[src/rtl/bt_mod_pkg.sv]
// Shared constants for the FSK bit modulator: FSM state codes and default half-periods.
// States are plain 2-bit constants so older tools and netlists see a fixed encoding.
package bt_mod_pkg;

  localparam logic [1:0] IDLE = 2'd0;
  localparam logic [1:0] ARM  = 2'd1;
  localparam logic [1:0] SEND = 2'd2;

  localparam int DEF_HALF0 = 4;
  localparam int DEF_HALF1 = 2;

endpackage

[src/rtl/bt_fsk_osc.sv]
// Half-period counter and square-wave toggle driving the RF switch; held low while disabled.
// A restart zeroes the counter but keeps the output level, so bit changes stay phase-continuous.
module bt_fsk_osc #(
  parameter int HALF0 = 4,
  parameter int HALF1 = 2,
  parameter int CNT_W = 8
) (
  input  logic clock,
  input  logic reset,
  input  logic enable,
  input  logic bit_sel,
  input  logic restart,
  output logic mod_out
);

  logic [CNT_W-1:0] half_cnt;
  logic [CNT_W-1:0] half_lim;

  assign half_lim = bit_sel ? CNT_W'(HALF1 - 1) : CNT_W'(HALF0 - 1);

  always_ff @(posedge clock or negedge reset) begin
    if (!reset) begin
      half_cnt <= '0;
      mod_out  <= 1'b0;
    end else if (!enable) begin
      half_cnt <= '0;
      mod_out  <= 1'b0;
    end else if (restart) begin
      // oscillator step skipped on a bit boundary
      half_cnt <= '0;
    end else if (half_cnt == half_lim) begin
      half_cnt <= '0;
      mod_out  <= ~mod_out;
    end else begin
      half_cnt <= half_cnt + 1'b1;
    end
  end

endmodule

[src/rtl/bt_fsk_bit_modulator.sv]
// Serialises a payload LSB-first, one bit per data-rate edge, as binary FSK on mod_out.
// Edge detect, FSM, shift register and bit counter live here; the square wave is in bt_fsk_osc.
module bt_fsk_bit_modulator
  import bt_mod_pkg::*;
#(
  parameter int PAYLOAD_W = 32,
  parameter int LEN_W     = 6,
  parameter int HALF0     = DEF_HALF0,
  parameter int HALF1     = DEF_HALF1,
  parameter int CNT_W     = 8
) (
  input  logic                 clock,
  input  logic                 reset,
  input  logic                 rate_in,
  input  logic                 start,
  input  logic [PAYLOAD_W-1:0] payload,
  input  logic [LEN_W-1:0]     length,
  output logic                 busy,
  output logic                 done,
  output logic                 bit_out,
  output logic                 mod_out
);

  logic [1:0]           state;
  logic                 rate_q;
  logic                 tick;
  logic [PAYLOAD_W-1:0] sreg;
  logic [LEN_W-1:0]     bits_left;
  logic                 len_ok;
  logic                 load_bit;
  logic                 last_tick;
  logic                 osc_en;
  logic                 osc_restart;

  assign tick        = rate_in ^ rate_q;
  assign len_ok      = (length != '0) && (length <= LEN_W'(PAYLOAD_W));
  assign load_bit    = tick && ((state == ARM) || ((state == SEND) && (bits_left != '0)));
  assign last_tick   = tick && (state == SEND) && (bits_left == '0);
  assign osc_en      = (state == SEND) && !last_tick;
  assign osc_restart = (state == SEND) && tick;

  always_ff @(posedge clock or negedge reset) begin
    if (!reset) rate_q <= 1'b0;
    else        rate_q <= rate_in;
  end

  always_ff @(posedge clock or negedge reset) begin
    if (!reset) begin
      state     <= IDLE;
      sreg      <= '0;
      bits_left <= '0;
      busy      <= 1'b0;
      done      <= 1'b0;
      bit_out   <= 1'b0;
    end else begin
      done <= 1'b0;
      case (state)
        IDLE: begin
          // a coincident tick is deliberately ignored here
          if (start && len_ok) begin
            sreg      <= payload;
            bits_left <= length;
            busy      <= 1'b1;
            state     <= ARM;
          end
        end
        ARM, SEND: begin
          if (load_bit) begin
            bit_out   <= sreg[0];
            sreg      <= {1'b0, sreg[PAYLOAD_W-1:1]};
            bits_left <= bits_left - 1'b1;
            state     <= SEND;
          end else if (last_tick) begin
            done    <= 1'b1;
            busy    <= 1'b0;
            bit_out <= 1'b0;
            state   <= IDLE;
          end
        end
        default: state <= IDLE;
      endcase
    end
  end

  bt_fsk_osc #(
    .HALF0 (HALF0),
    .HALF1 (HALF1),
    .CNT_W (CNT_W)
  ) u_osc (
    .clock   (clock),
    .reset   (reset),
    .enable  (osc_en),
    .bit_sel (bit_out),
    .restart (osc_restart),
    .mod_out (mod_out)
  );

endmodule

[config.mk]
export PLATFORM = sky130hd
export DESIGN_NAME = bt_fsk_bit_modulator
export DESIGN_NICKNAME = d
export VERILOG_FILES = /design/src/rtl/bt_mod_pkg.sv /design/src/rtl/bt_fsk_osc.sv /design/src/rtl/bt_fsk_bit_modulator.sv
export SDC_FILE = /design/constraint.sdc
export NUM_CORES = 1
export LEC_CHECK = 0
export ABC_AREA = 0
export CORE_UTILIZATION = 50
export DETAILED_ROUTE_END_ITERATION = 7
export PLACE_DENSITY_LB_ADDON = 0.12
export SLEW_MARGIN = 20
export SYNTH_ARGS = -nofsm -noshare
export SYNTH_HDL_FRONTEND = slang
export SYNTH_SLANG_ARGS = --single-unit
[constraint.sdc]
create_clock -name clock -period 2.8 [get_ports clock]
set_clock_uncertainty 0.2 [all_clocks]
set_input_delay 0.7 -clock clock [delete_from_list [all_inputs] [get_ports clock]]
set_output_delay 0.7 -clock clock [all_outputs]
set_load 0.005 [all_outputs]
==> metrics.md <==
| Metric | Value |
|---|---|
| Outcome | `complete, no violations` |
| Resized Gates After CTS | `0` |
| Layout cells sized above 1 | `0.102` |
| Clock tree sinks | `53` |
| Ports | `46` |
| Worst hold slack | `about 0.16 ns` |
| Worst Path Arrival | `2.58 ns` |
| Worst-skew pair later-pin latency | `about 0.31 ns` |
| Cells after Synth | `304` |
| Final min period | `2.60 ns` |
| Peak supply drop | `between 0.7 and 0.8 mV` |
| Total CTS buffers | `5` |
| Crit path launch type | `input port` |
| Synth top area cells | `dfrtp_1 (45%), o31ai_1 (8.2%), o22ai_1 (7.3%), nand2b_1 (6.9%), a21oi_1 (6.4%)` |
| GRT Util Overall | `0.231` |
| CP Max Fanout | `32` |
| Setup bufs post-CTS | `0` |
| Number of instances in the placed design | `418` |
| Top cell type by total area after synthesis | `dfrtp_1` |
| Worst Setup Path Type | `in -> reg` |
| CTS tree | `yes` |
| GRT Residual Overflow | `0` |
| Post-Route WL | `6.53 mm` |
| Clock slew at reported path FFs | `around 0.10 ns` |
| Fin crit share | `0.927` |
| EDFF count, synth | `0` |
| CTS H-tree depth | `2` |
| DRT antenna net count | `0` |
| Most frequent cells in the layout | `dfrtp_1 (53), clkdlybuf4s50_1 (44), a21oi_1 (37)` |
| Die Wd | `78.4 um` |
| Top_reg_cell synth | `dfrtp_1` |
| Syn nets | `about 350` |
| Pwr Total | `3.99 mW` |
| Largest net degree at the start of global routing | `49` |
| Initial antenna violation count | `0` |
| First-pass GRT wire length | `11.2 mm` |
| Worst Setup End Kind | `flop` |
| HP Class | `in -> async` |
| TNS Setup | `0 ns` |
| Slew Limit Fails | `0` |
| Die height | `78.4 um` |
| Setup slack after layout | `~0.20 ns` |
| # DRC | `0` |
| Clock Tree Root | `clkbuf_8` |
| Post-DR wirelength/cell | `15.3 um` |
| Register area share after synthesis | `0.455` |
| Max_cap viols | `0` |
| IO buf count | `45` |
| Ys Warns | `0` |
| Yosys reg bits | `53` |
| Number of DRC markers in iteration 0 | `188` |
| Final setup fails | `0` |
| CTS Buffer Depth | `2` |
| Worst rel slew slack | `0.638` |
| Req. time, crit path | `2.78 ns` |
| Fin util | `0.660` |
| Mapped cell area | `2920 um^2` |
| Drt pass-1 iters | `4` |
| Fmax | `0.385 GHz` |
| Diodes inserted | `0` |
| P&R area growth vs syn | `26.2%` |
| FP Rows | `27` |
| Leak | `about 1.5 nW` |
| Yosys cell types | `41` |
| Commonest non-fill, non-tap cell in the layout | `dfrtp_1` |
| RSZ-0062 raised after global routing | `no` |
| # hold bufs at CTS | `0` |
| Dpl hpwl | `between 4 and 5 mm` |
| Syn_area_per_cell | `9.59 um^2` |
| Pre-CTS setup slack | `-0.105 ns` |
| Layout Cells excl Fill | `426` |
| CORE AREA | `between 5000 and 6000 um^2` |
| Pwr dens | `1090 nW/um^2` |
| Top cell type's share of synthesized area | `0.455` |
| Final-stage net count | `401` |
| Vias | `2543` |
| Vias in the first global route | `2428` |
| Slew @ Worst Pin | `0.543 ns` |
| GPL Wtd Cong | `0.796` |
| Fin area | `between 3000 and 4000 um^2` |
| Placed instance area | `3560 um^2` |
| Final Hold Fails | `0` |
| Synth async-reset ratio | `1.00` |
| Die area | `6140 um^2` |
| Initial core utilization | `0.523` |
| Vias per cell | `about 6.0` |
[critical path: stages]
cell and delay (ns):
clkdlybuf4s50_1 0.43, nor3_1 0.35, mux2i_1 0.35, buf_4 0.17, o211ai_1 0.14, buf_12 0.20
o22ai_1 0.16, a21oi_1 0.06
[routing by layer]
metal  global-route usage  wire (um)  share of wire
met1                0.315       3130           0.48
met4               0.0593         65         0.0099
met3               0.0384        255          0.039
met2                0.383       3080           0.47
met5                    0          0              0
[cell usage after synthesis (2+ instances only)]
cell / instances
dfrtp_1: 53
a21oi_1: 37
o22ai_1: 34
nand2b_1: 32
o31ai_1: 32
nor2_1: 12
clkbuf_1: 11
nand3_1: 10
buf_2: 9
xor2_1: 8
inv_1: 7
ha_1: 6
nand2_1: 6
nor3_1: 5
o21ai_0: 4
a2bb2oi_1: 3
or3_1: 3
a22o_1: 2
a31oi_1: 2
and3_1: 2
buf_6: 2
mux2i_1: 2
o211ai_1: 2
or3b_4: 2
xnor2_1: 2
[final timing paths]
kind | start | endpoint | slack [ns] | depth (start not counted)
min in group clock | sreg[31]$_DFFE_PN0P_ | sreg[31]$_DFFE_PN0P_ | 0.31 | 1
max in group asynchronous | reset | sreg[1]$_DFFE_PN0P_ | 1.67 | 2
worst min register to register | sreg[31]$_DFFE_PN0P_ | sreg[31]$_DFFE_PN0P_ | 0.31 | 1
worst max-delay path | length[4] | sreg[3]$_DFFE_PN0P_ | 0.20 | 8
worst min-delay path | reset | sreg[10]$_DFFE_PN0P_ | 0.16 | 1
worst max register to register | bits_left[0]$_DFFE_PN0P_ | busy$_DFFE_PN0P_ | 0.34 | 7
[kinds of logic (layout without fill, tap and decap cells)]
logic type,after synthesis,in the layout,synth area share
AO/OA/AOI/OAI,127,127,0.286
XOR/XNOR,10,10,0.0300
adder cells (fa/ha/maj),6,6,0.0258
buffers and inverters,30,80,0.0476
flip-flops,53,53,0.455
multiplexers,3,3,0.0107
AND/OR/NAND/NOR,75,75,0.145
[sequential cells by signal, summed over array words and instances (netlist names)]
name            count
sreg               32
u_osc.half_cnt      8
bits_left           6
state               2
bit_out             1
busy                1
done                1
rate_q              1
u_osc.mod_out       1
[area by class of cell]
| class | instances | area (um^2) |
|---|---|---|
| inverter | 8 | 30.0 |
| fill | 470 | 1900 |
| clock buffer | 6 | 82.6 |
| tap | 72 | 90.1 |
| multi-input combinational | 221 | 1460 |
| timing repair buffer | 64 | 651 |
| clock inverter | 2 | 37.5 |
| sequential | 53 | 1330 |
[report_power, final]
part           switching (mW)  total, mW  internal [mW]  leakage (nW)
Combinational            1.16       2.12          0.959         0.774
Clock                   0.257      0.548          0.291        0.0574
Sequential              0.236       1.32           1.09         0.626
Total                    1.66       3.99           2.34          1.46
Power figures use the tool's default switching activity.
